[config.mk]
export PLATFORM = sky130hd
export DESIGN_NAME = hash_hit_collector
export DESIGN_NICKNAME = d
export VERILOG_FILES = /design/src/rtl/hash_pkg.sv /design/src/rtl/hit_fifo.sv /design/src/rtl/hash_hit_collector.sv
export SDC_FILE = /design/constraint.sdc
export NUM_CORES = 1
export LEC_CHECK = 0
export ABC_AREA = 1
export BUFFER_PORTS_ARGS = -buffer_cell sky130_fd_sc_hd__buf_4
export CORE_MARGIN = 4
export CORE_UTILIZATION = 45
export CTS_CLUSTER_SIZE = 10
export DETAILED_ROUTE_END_ITERATION = 6
export SLEW_MARGIN = 20
export SYNTH_ARGS = -nofsm -noshare
export SYNTH_HDL_FRONTEND = slang
export SYNTH_SLANG_ARGS = --single-unit
export TNS_END_PERCENT = 50
[constraint.sdc]
create_clock -name clk -period 5.85 [get_ports clk]
set_clock_uncertainty 0.2 [all_clocks]
set_input_delay 0.8775 -clock clk [delete_from_list [all_inputs] [get_ports clk]]
set_output_delay 0.8775 -clock clk [all_outputs]
set_load 0.005 [all_outputs]
[src/rtl/hash_pkg.sv]
// Shared constants and types for the hash array and its hit collector.
// HIT_TIMESTAMP_EN adds a 32-bit cycle stamp to every hit record.
package hash_pkg;

  localparam int unsigned CSDIV2    = 16;  // last-char groups per seed
  localparam int unsigned SEED_LAT  = 5;   // seed change -> matching success
  localparam int unsigned PHASE_LAT = 4;   // phase value -> matching success
  localparam int unsigned PHASE_W   = $clog2(CSDIV2);

  typedef enum logic [1:0] {
    IDLE,
    RUN,
    DRAIN
  } coll_state_e;

  typedef struct packed {
    logic [31:0]        seed;
    logic [PHASE_W-1:0] phase;
`ifdef HIT_TIMESTAMP_EN
    logic [31:0]        stamp;
`endif
  } hit_rec_t;

endpackage

[src/rtl/hit_fifo.sv]
// Synchronous FIFO of hit records with a registered head. The caller never pushes
// when full unless it pops in the same cycle.
module hit_fifo
  import hash_pkg::*;
#(
  parameter int unsigned DEPTH = 8
) (
  input  logic     clk,
  input  logic     reset_n,
  input  logic     push_i,
  input  hit_rec_t push_rec_i,
  input  logic     pop_i,
  output logic     full_o,
  output logic     head_valid_o,
  output hit_rec_t head_o
);

  localparam int unsigned AW = $clog2(DEPTH);

  hit_rec_t        mem_q [DEPTH];
  logic [AW-1:0]   wr_ptr_q, rd_ptr_q, rd_ptr_d;
  logic [AW:0]     cnt_q, cnt_d;
  logic            valid_q;
  hit_rec_t        head_q, head_d;
  logic            do_pop;

  assign do_pop       = pop_i & valid_q;
  assign full_o       = (cnt_q == (AW+1)'(DEPTH));
  assign head_valid_o = valid_q;
  assign head_o       = head_q;

  // Next read pointer, occupancy and head; bypass when the new head is written this cycle.
  always_comb begin
    rd_ptr_d = rd_ptr_q;
    cnt_d    = cnt_q;
    if (do_pop) rd_ptr_d = rd_ptr_q + AW'(1);
    case ({push_i, do_pop})
      2'b10:   cnt_d = cnt_q + (AW+1)'(1);
      2'b01:   cnt_d = cnt_q - (AW+1)'(1);
      default: cnt_d = cnt_q;
    endcase
    head_d = mem_q[rd_ptr_d];
    if (push_i && (wr_ptr_q == rd_ptr_d)) head_d = push_rec_i;
  end

  // Storage array; contents are don't-care while unoccupied, so no reset.
  always_ff @(posedge clk) begin
    if (push_i) mem_q[wr_ptr_q] <= push_rec_i;
  end

  // Pointers, occupancy and the registered head.
  always_ff @(posedge clk or negedge reset_n) begin
    if (!reset_n) begin
      wr_ptr_q <= '0;
      rd_ptr_q <= '0;
      cnt_q    <= '0;
      valid_q  <= 1'b0;
      head_q   <= '0;
    end else begin
      if (push_i) wr_ptr_q <= wr_ptr_q + AW'(1);
      rd_ptr_q <= rd_ptr_d;
      cnt_q    <= cnt_d;
      valid_q  <= (cnt_d != '0);
      head_q   <= head_d;
    end
  end

endmodule

[src/rtl/hash_hit_collector.sv]
// Collects candidate hits from the parallel hash array: mirrors its phase counter,
// aligns seed/phase with the pipelined success flag and queues {seed, phase} records.
// HIT_TIMESTAMP_EN adds hit_time and a per-record cycle stamp.
module hash_hit_collector
  import hash_pkg::*;
#(
  parameter int unsigned HIT_DEPTH = 8
) (
  input  logic               clk,
  input  logic               reset_n,
  input  logic               start,
  input  logic               stop,
  input  logic               reset_counter,
  input  logic [31:0]        seed,
  input  logic               success,
  input  logic               next_initial,
  output logic               hit_valid,
  input  logic               hit_ready,
  output logic [31:0]        hit_seed,
  output logic [PHASE_W-1:0] hit_phase,
  output logic [15:0]        hit_count,
  output logic               overflow,
  output logic               phase_err,
`ifdef HIT_TIMESTAMP_EN
  output logic [31:0]        hit_time,
`endif
  output logic               busy
);

  localparam int unsigned DW = $clog2(SEED_LAT + 1);

  coll_state_e        state_q;
  logic [DW-1:0]      drain_q;
  logic [PHASE_W-1:0] phase_q;
  logic [31:0]        seed_dly_q  [SEED_LAT];
  logic [PHASE_W-1:0] phase_dly_q [PHASE_LAT];
  logic [SEED_LAT-1:0] armed_q;
  logic [15:0]        count_q;
  logic               ovf_q, perr_q;

  logic     start_go, armed_tap, capture, pop, fifo_full, push_ok, drop, phase_last;
  hit_rec_t rec, head;

  assign start_go   = (state_q == IDLE) & start;
  assign armed_tap  = armed_q[SEED_LAT-1];
  assign capture    = success & armed_tap & (state_q != IDLE);
  assign pop        = hit_valid & hit_ready;
  assign push_ok    = capture & (~fifo_full | pop);
  assign drop       = capture & fifo_full & ~pop;
  assign phase_last = (phase_q == PHASE_W'(CSDIV2 - 1));

  // Collector FSM: DRAIN keeps capturing until the last armed slot has left the pipeline.
  always_ff @(posedge clk or negedge reset_n) begin
    if (!reset_n) begin
      state_q <= IDLE;
      drain_q <= '0;
    end else begin
      unique case (state_q)
        IDLE: if (start) state_q <= RUN;
        RUN: if (stop) begin
          state_q <= DRAIN;
          drain_q <= '0;
        end
        DRAIN: begin
          if (drain_q == DW'(SEED_LAT - 1)) state_q <= IDLE;
          else drain_q <= drain_q + DW'(1);
        end
        default: state_q <= IDLE;
      endcase
    end
  end

  // Mirror of the array's last-char phase counter; free-running in every state.
  always_ff @(posedge clk or negedge reset_n) begin
    if (!reset_n)           phase_q <= '0;
    else if (reset_counter) phase_q <= '0;
    else if (phase_last)    phase_q <= '0;
    else                    phase_q <= phase_q + PHASE_W'(1);
  end

  // Alignment delay lines; the armed line marks results that belong to this RUN.
  always_ff @(posedge clk or negedge reset_n) begin
    if (!reset_n) begin
      for (int i = 0; i < SEED_LAT; i++) seed_dly_q[i] <= '0;
      for (int i = 0; i < PHASE_LAT; i++) phase_dly_q[i] <= '0;
      armed_q <= '0;
    end else begin
      seed_dly_q[0] <= seed;
      for (int i = 1; i < SEED_LAT; i++) seed_dly_q[i] <= seed_dly_q[i-1];
      phase_dly_q[0] <= phase_q;
      for (int i = 1; i < PHASE_LAT; i++) phase_dly_q[i] <= phase_dly_q[i-1];
      if (reset_counter || start_go) armed_q <= '0;
      else armed_q <= {armed_q[SEED_LAT-2:0], (state_q == RUN)};
    end
  end

`ifdef HIT_TIMESTAMP_EN
  logic [31:0] cycle_q;
  logic [31:0] stamp_dly_q [SEED_LAT];

  // Cycle stamp travels alongside the seed so it names the cycle the seed was presented.
  always_ff @(posedge clk or negedge reset_n) begin
    if (!reset_n) begin
      cycle_q <= '0;
      for (int i = 0; i < SEED_LAT; i++) stamp_dly_q[i] <= '0;
    end else begin
      cycle_q <= start_go ? 32'd0 : cycle_q + 32'd1;
      stamp_dly_q[0] <= cycle_q;
      for (int i = 1; i < SEED_LAT; i++) stamp_dly_q[i] <= stamp_dly_q[i-1];
    end
  end
`endif

  // Record built from the aligned taps.
  always_comb begin
    rec       = '0;
    rec.seed  = seed_dly_q[SEED_LAT-1];
    rec.phase = phase_dly_q[PHASE_LAT-1];
`ifdef HIT_TIMESTAMP_EN
    rec.stamp = stamp_dly_q[SEED_LAT-1];
`endif
  end

  // Hit statistics and sticky error flags; start clears them for the new run.
  always_ff @(posedge clk or negedge reset_n) begin
    if (!reset_n) begin
      count_q <= '0;
      ovf_q   <= 1'b0;
      perr_q  <= 1'b0;
    end else if (start_go) begin
      count_q <= '0;
      ovf_q   <= 1'b0;
      perr_q  <= 1'b0;
    end else begin
      if (push_ok && (count_q != 16'hFFFF)) count_q <= count_q + 16'd1;
      if (drop) ovf_q <= 1'b1;
      if (armed_tap && (next_initial != phase_last)) perr_q <= 1'b1;
    end
  end

  hit_fifo #(
    .DEPTH (HIT_DEPTH)
  ) u_fifo (
    .clk          (clk),
    .reset_n      (reset_n),
    .push_i       (push_ok),
    .push_rec_i   (rec),
    .pop_i        (pop),
    .full_o       (fifo_full),
    .head_valid_o (hit_valid),
    .head_o       (head)
  );

  assign hit_seed  = head.seed;
  assign hit_phase = head.phase;
`ifdef HIT_TIMESTAMP_EN
  assign hit_time  = head.stamp;
`endif
  assign hit_count = count_q;
  assign overflow  = ovf_q;
  assign phase_err = perr_q;
  assign busy      = (state_q != IDLE);

endmodule

Yosys cells after proc, flatten, opt, wreduce, memory -nomap -nowiden
Memories as Yosys holds them, arrays and structs flattened. A register that Yosys moved wholly into a read port is not among the register bits.
Index checks and enable logic that the tools add are counted.
Widths: inputs -> output; s select.
Word-level totals
  bits in registers: 219
  memory bits (writable): 288
  logic and storage cells: 85
  memories kept: 1
Operators by class
  $add $sub $neg: 7
  equality and inequality tests: 13
  muxes and demuxes: 20
  bitwise gates (word level): 11
  reduce and logical (&&, ||, !) cells: 13
Memory list
  u_fifo.mem_q: depth 8, width 36, rd ports 1, clocked after Yosys merged registers in 1, wr ports 1, line hit_fifo.sv:20  | hit_rec_t mem_q [DEPTH];
Operator list (count)
  $mux 16: 2
  $add 16x1->16 const B: 1
  $ne 16x16->1 const B: 1
  $reduce_bool 2->1: 5
  $add 3x1->3 const B: 3
  $mux 3: 3
  $add 4x1->4 const B: 2
  $and 1x1->1: 8
  $eq 4x4->1 const B: 2
  $mux 4: 2
  $ne 2x2->1 const B: 4
  $pmux 4 s2: 1
  $mux 1: 6
  $mux 2: 3
  $pmux 2 s3: 1
  $pmux 3 s2: 1
  $reduce_and 3->1: 2
  $mux 5: 1
  $eq 2x1->1 const B: 2
  $eq 2x2->1 const B: 2
  $reduce_bool 4->1: 1
  $sub 4x1->4 const B: 1
  $eq 3x3->1 const B: 1
  $logic_and 1x1->1: 2
  6 further kinds: 7

Logic depth before layout (Yosys ltp)
  depth after elaboration: 7
  mapped depth: 15
  depth with buffers taken out: 15

Modules after synthesis
A second synthesis with hierarchy kept.
Unflattened totals
  cell total of the unflattened synthesis: 1868
  area total of the unflattened synthesis: 20938.8 µm²
By module, submodules not included
  hit_fifo: times used 1, cells each 1470, area an instance 14806.7 µm², seq. area each 9824.4 µm²
  hash_hit_collector: times used 1, cells each 398, area an instance 6132.1 µm², seq. area each 5205.0 µm²

Least setup slack after synthesis
Ideal clock, no wire load.
  path type: input to register
  start: input port hit_ready
  end: memory u_fifo.mem_q[0][0] in the netlist's numbering (enable)
  library setup time: 0.474 ns
  data arrival time: 3.915 ns
  required time: 5.176 ns
  path slack: 1.261 ns
  cell stages on the path: 6
  path buffers: 0
  cell sequence: nand2_2 > nand3_1 > nand2_2 > inv_1 > nand2_1 > nor3_1
On the way
  word-level cells in the longest chain between the ends: 5
Ends and longest elaborated chain
  start: declaration: line hash_hit_collector.sv:18  | input logic hit_ready,
  $and 1x1->1: line hash_hit_collector.sv:47  | assign pop = hit_valid & hit_ready;
  $or 1x1->1: line hash_hit_collector.sv:48  | assign push_ok = capture & (~fifo_full | pop);
  $and 1x1->1: line hash_hit_collector.sv:48
  $mux 1: line hit_fifo.sv:48  | if (push_i) mem_q[wr_ptr_q] <= push_rec_i;
  $mux 1 (implied by the code): line hit_fifo.sv:48
  end: declaration: line hit_fifo.sv:20
No other way between the ends.

Final worst setup path
  start: register u_fifo.valid_q, in the netlist u_fifo.head_valid_o
  end: register, netlist name u_fifo.head_o[7]
On the way
  word-level cells in the longest chain between the ends: 3
Ends and longest elaborated chain
  start: declaration: line hit_fifo.sv:23  | logic valid_q;
  start signal: assignment: line hit_fifo.sv:63  | valid_q <= (cnt_d != '0);
  $and 1x1->1: line hash_hit_collector.sv:47
  $and 1x1->1 *: line hit_fifo.sv:27  | assign do_pop = pop_i & valid_q;
  $mux 3 *: line hit_fifo.sv:36  | if (do_pop) rd_ptr_d = rd_ptr_q + AW'(1);
  net u_fifo.rd_ptr_d[0]: line hit_fifo.sv:21  | logic [AW-1:0] wr_ptr_q, rd_ptr_q, rd_ptr_d;
The timed path passes the listed nets; every way through them passes the cells marked *.
A chain may end at the register's enable or synchronous reset.

==> results.md <==
- Status: finished clean
- Slew @ Worst Pin: 1.07 ns
- Worst reg2reg startpoint: u_fifo.head_valid_o
- FF+latch area: 15000 sq um
- Synth warn: 0
- Max Cap Viol: 0
- Internal: 7.16 mW
- Layout cell share with drive strength beyond 1: 0.110
- Logic pwr share: 0.266
- Die footprint: 49500 sq um
- Clock latency on the worst-skew pair: 0.61 ns
- Fillers: 3860
- Critical path cell sequence: nand2_2, nand2_4, nand2_4, inv_1, nand2_1, nand2_4, nand3_4, nand3_1, nand2_1
- Vias in the first global route: 12.7k
- Critical path buffers and inverters: 1
- Worst Path Max Fanout: 71
- Hold crit path type: input pin to asynchronous set/reset pin
- Max Clock Freq: 0.254 GHz
- DRC: 0
- H-tree levels: 2
- Final Critical Period: 3.94 ns
- Die extent in y: 222 um
- Hold WS: 0.111 ns
- CTS tree: yes
- VDD IR-drop max: 0.000364 V
- Setup violations, final: 0
- Syn_nets: 1787
- GRT Overall Usage: 0.177
- Setup crit start: u_fifo.head_valid_o
- Endpoints failing hold: 0
- IO Port Bufs: 95
- Flop2flop setup slack: 1.91 ns
- Clock Sinks: 543
- DR vias/cell: 5.14
- Slowest CP cell: nand2_4
- Area Growth Syn to Fin: 15.2%
- Yosys cell types: 31
- Antenna Violating Nets Remaining: 0
- Clock Path Buffers: 3
- RSZ-0062 raised after global routing: false
- Register area share after synthesis: 0.726
- RePlAce Congestion: 0.804
- Mapped Area: 20700 sq um
- Clock share of power: 0.313
- Grt total ovfl: 0
- Post-CTS setup buffers: 0
- Cell family with most CP delay: simple AND/OR/NAND/NOR gates
- Cell Rows: 78
- Post-Synthesis Cells: 1738
- Worst EP required: 6.14 ns
- Cts hold-fix bufs: 0
- Crit path arrival time: 4.23 ns
- Psw: 3.54 mW
- Initial antenna violation count: 0
- Starting Density: 0.456
- Fin Setup TNS: 0 ns
- Die W: 222 um
- # nets final: 1879
- WL/cell: 17.9 um
- CP most frequent cell: nand2_4
- Max-slew violation count: 0
- Hpwl dp: 24.1 mm
- Via count: 12.7k
- Pwr/cell area: 449 nW/um^2
- #FFs+latches synth: 543
- Final WL: 44.3 mm
- Relative slew margins: 0.285
- Total power: 10.7 mW
- Global-route wire length before repair: 70.1 mm
- Ant diodes: 0
- Pleak: 10.2 nW
- Reg power frac: 0.421
- DR pass1 iterations: 5
- Core box area: 45400 sq um
- Num CTS Buffers: 60
- Avg Inst Size Synth: 11.9 sq um
- Final period util: 0.674
- Iter 0 DRT Violations: 1017
- CTS resizes: 0
- Boundary pin count: 96
- Startpoint types: flip-flop
- Critical path type: flip-flop to flip-flop
- Worst path max stage delay: 0.67 ns
- Crit path capture type: flip-flop
- CTS Root Cell: clkbuf_16
- Sw Ratio: 0.331
- Clock Pin Slew Worst Setup and Hold Paths: 0.06 ns
- Footprint of the multi-input gates: 4370 sq um
- Largest net degree at the start of global routing: 154
registers in the layout, summed over array words and instances, names as in the netlist:
| name | flops |
|---|---|
| seed_dly_q | 128 |
| u_fifo.mem_q | 288 |
| armed_q | 5 |
| phase_dly_q | 16 |
| state_q | 2 |
| phase_err | 1 |
| phase_q | 4 |
| u_fifo.cnt_q | 4 |
| u_fifo.wr_ptr_q | 3 |
| drain_q | 3 |
| u_fifo.head_valid_o | 1 |
| u_fifo.rd_ptr_q | 3 |
| hit_count | 16 |
| overflow | 1 |
| u_fifo.head_o | 36 |
| rec | 32 |
metal layers:
metal,part of all wire,global-route usage,wire [um],vias to the layer above
met5,0,0,0,-
met1,0.44,0.241,19400,6295
met3,0.059,0.0344,2590,78
met2,0.48,0.292,21200,350
li1,-,-,-,5997
met4,0.024,0.0579,1090,0
cell usage after synthesis:
cell type  number  area, sq um
buf_2          23          115
nor2_1         44          165
o21bai_1        3         22.5
o21ai_0         9         45.0
a21boi_0        1         7.51
nor3_1          3         15.0
nand3b_1       73          548
ha_1            9          113
nand2_4         1         11.3
dfrtp_1       255         6380
nor2_4          3         33.8
nand4_1        45          282
xnor2_1         1         8.76
nand2b_1        1         6.26
clkbuf_1       34          128
inv_1         256          961
buf_6           6         67.6
a21oi_1         3         15.0
nand2_2         4         25.0
buf_4           6         45.0
nand3_2         1         10.0
nand3_1       360         1800
or2_2           4         25.0
o211ai_1        1         7.51
inv_2           2         7.51
buf_1          14         52.6
nand3_4         1         17.5
xor2_1          8         70.1
nand2_1       271         1020
o21ai_1         8         40.0
edfxtp_1      288         8650
cells by family (layout without fill, tap and decap cells):
group / after synthesis / after routing / share of synthesized area
DFF: 543 / 543 / 0.726
AOI/OAI and AO/OA: 25 / 25 / 0.00665
xor gates and xnor gates: 9 / 9 / 0.00381
adders and majority gates: 9 / 9 / 0.00544
buffers and inverters: 341 / 479 / 0.0665
and+or+nand+nor: 811 / 811 / 0.191
path summary, 6_finish.rpt:
check / endpoint / cells past startpoint
setup / recovery: u_fifo.head_o[7] / 9
hold / removal: seed_dly_q[42] / 1
setup reg to reg: u_fifo.head_o[7] / 9
hold reg to reg: rec[33] / 0
max in group asynchronous: seed_dly_q[93] / 2
min in group clk: rec[33] / 0
area by class of cell:
| class | instances | share of cell area |
|---|---|---|
| sequential | 543 | 0.631 |
| multi-input combinational | 854 | 0.184 |
| clock buffer | 105 | 0.0714 |
| timing repair buffer | 113 | 0.0414 |
| inverter | 258 | 0.0406 |
| tap | 600 | 0.0315 |
| clock inverter | 3 | 0.000945 |
power by group through the flow:
stage	combinational, mW	clock, mW	sequential (mW)
2_1_floorplan	1.98	0	4.49
3_3_place_gp	2.80	0	4.58
3_5_place_dp	2.86	0	4.58
4_1_cts	2.86	3.45	4.51
5_1_grt	3.18	3.60	4.53
6_report	2.85	3.35	4.50
per-stage QoR:
step | setup WS [ns] | util | area [sq um] | std cells
2_1_floorplan | 1.26 | - | 20700 | 1738
3_5_place_dp | 1.48 | 0.487 | 22100 | 2368
3_3_place_gp | 1.53 | 0.483 | 21900 | 2361
6_report | 1.91 | 0.525 | 23800 | 2476
4_1_cts | 1.96 | 0.525 | 23800 | 2476
5_1_grt | 1.62 | 0.525 | 23800 | 2476
worst register-to-register path, cell delays in order (launching register included):
cell and delay, ns:
dfrtp_1 0.51, nand2_2 0.16, nand2_4 0.55, nand2_4 0.68
inv_1 0.26, nand2_1 0.12, nand2_4 0.42, nand3_4 0.58
nand3_1 0.29, nand2_1 0.07
placed cells by master, fill, tap and decap left out, types with 2 or more instances in the layout:
cell       instances
nand3_4            2
ha_1               9
inv_1            256
inv_2              2
buf_12             4
buf_16             4
a21oi_1            3
dfrtp_1          255
nand3_1          360
nand3b_1          73
nor2_4             9
buf_4            104
clkbuf_16         61
xor2_1             8
nand2_1          267
o21bai_1           3
inv_6              2
o21ai_1            8
nand2_2            5
nor2_1            38
nand2_4            4
nand4_1           45
nor3_2             2
clkbuf_1          43
edfxtp_1         288
or2_2              4
o21ai_0            9
(Power assumes the default switching activity.)
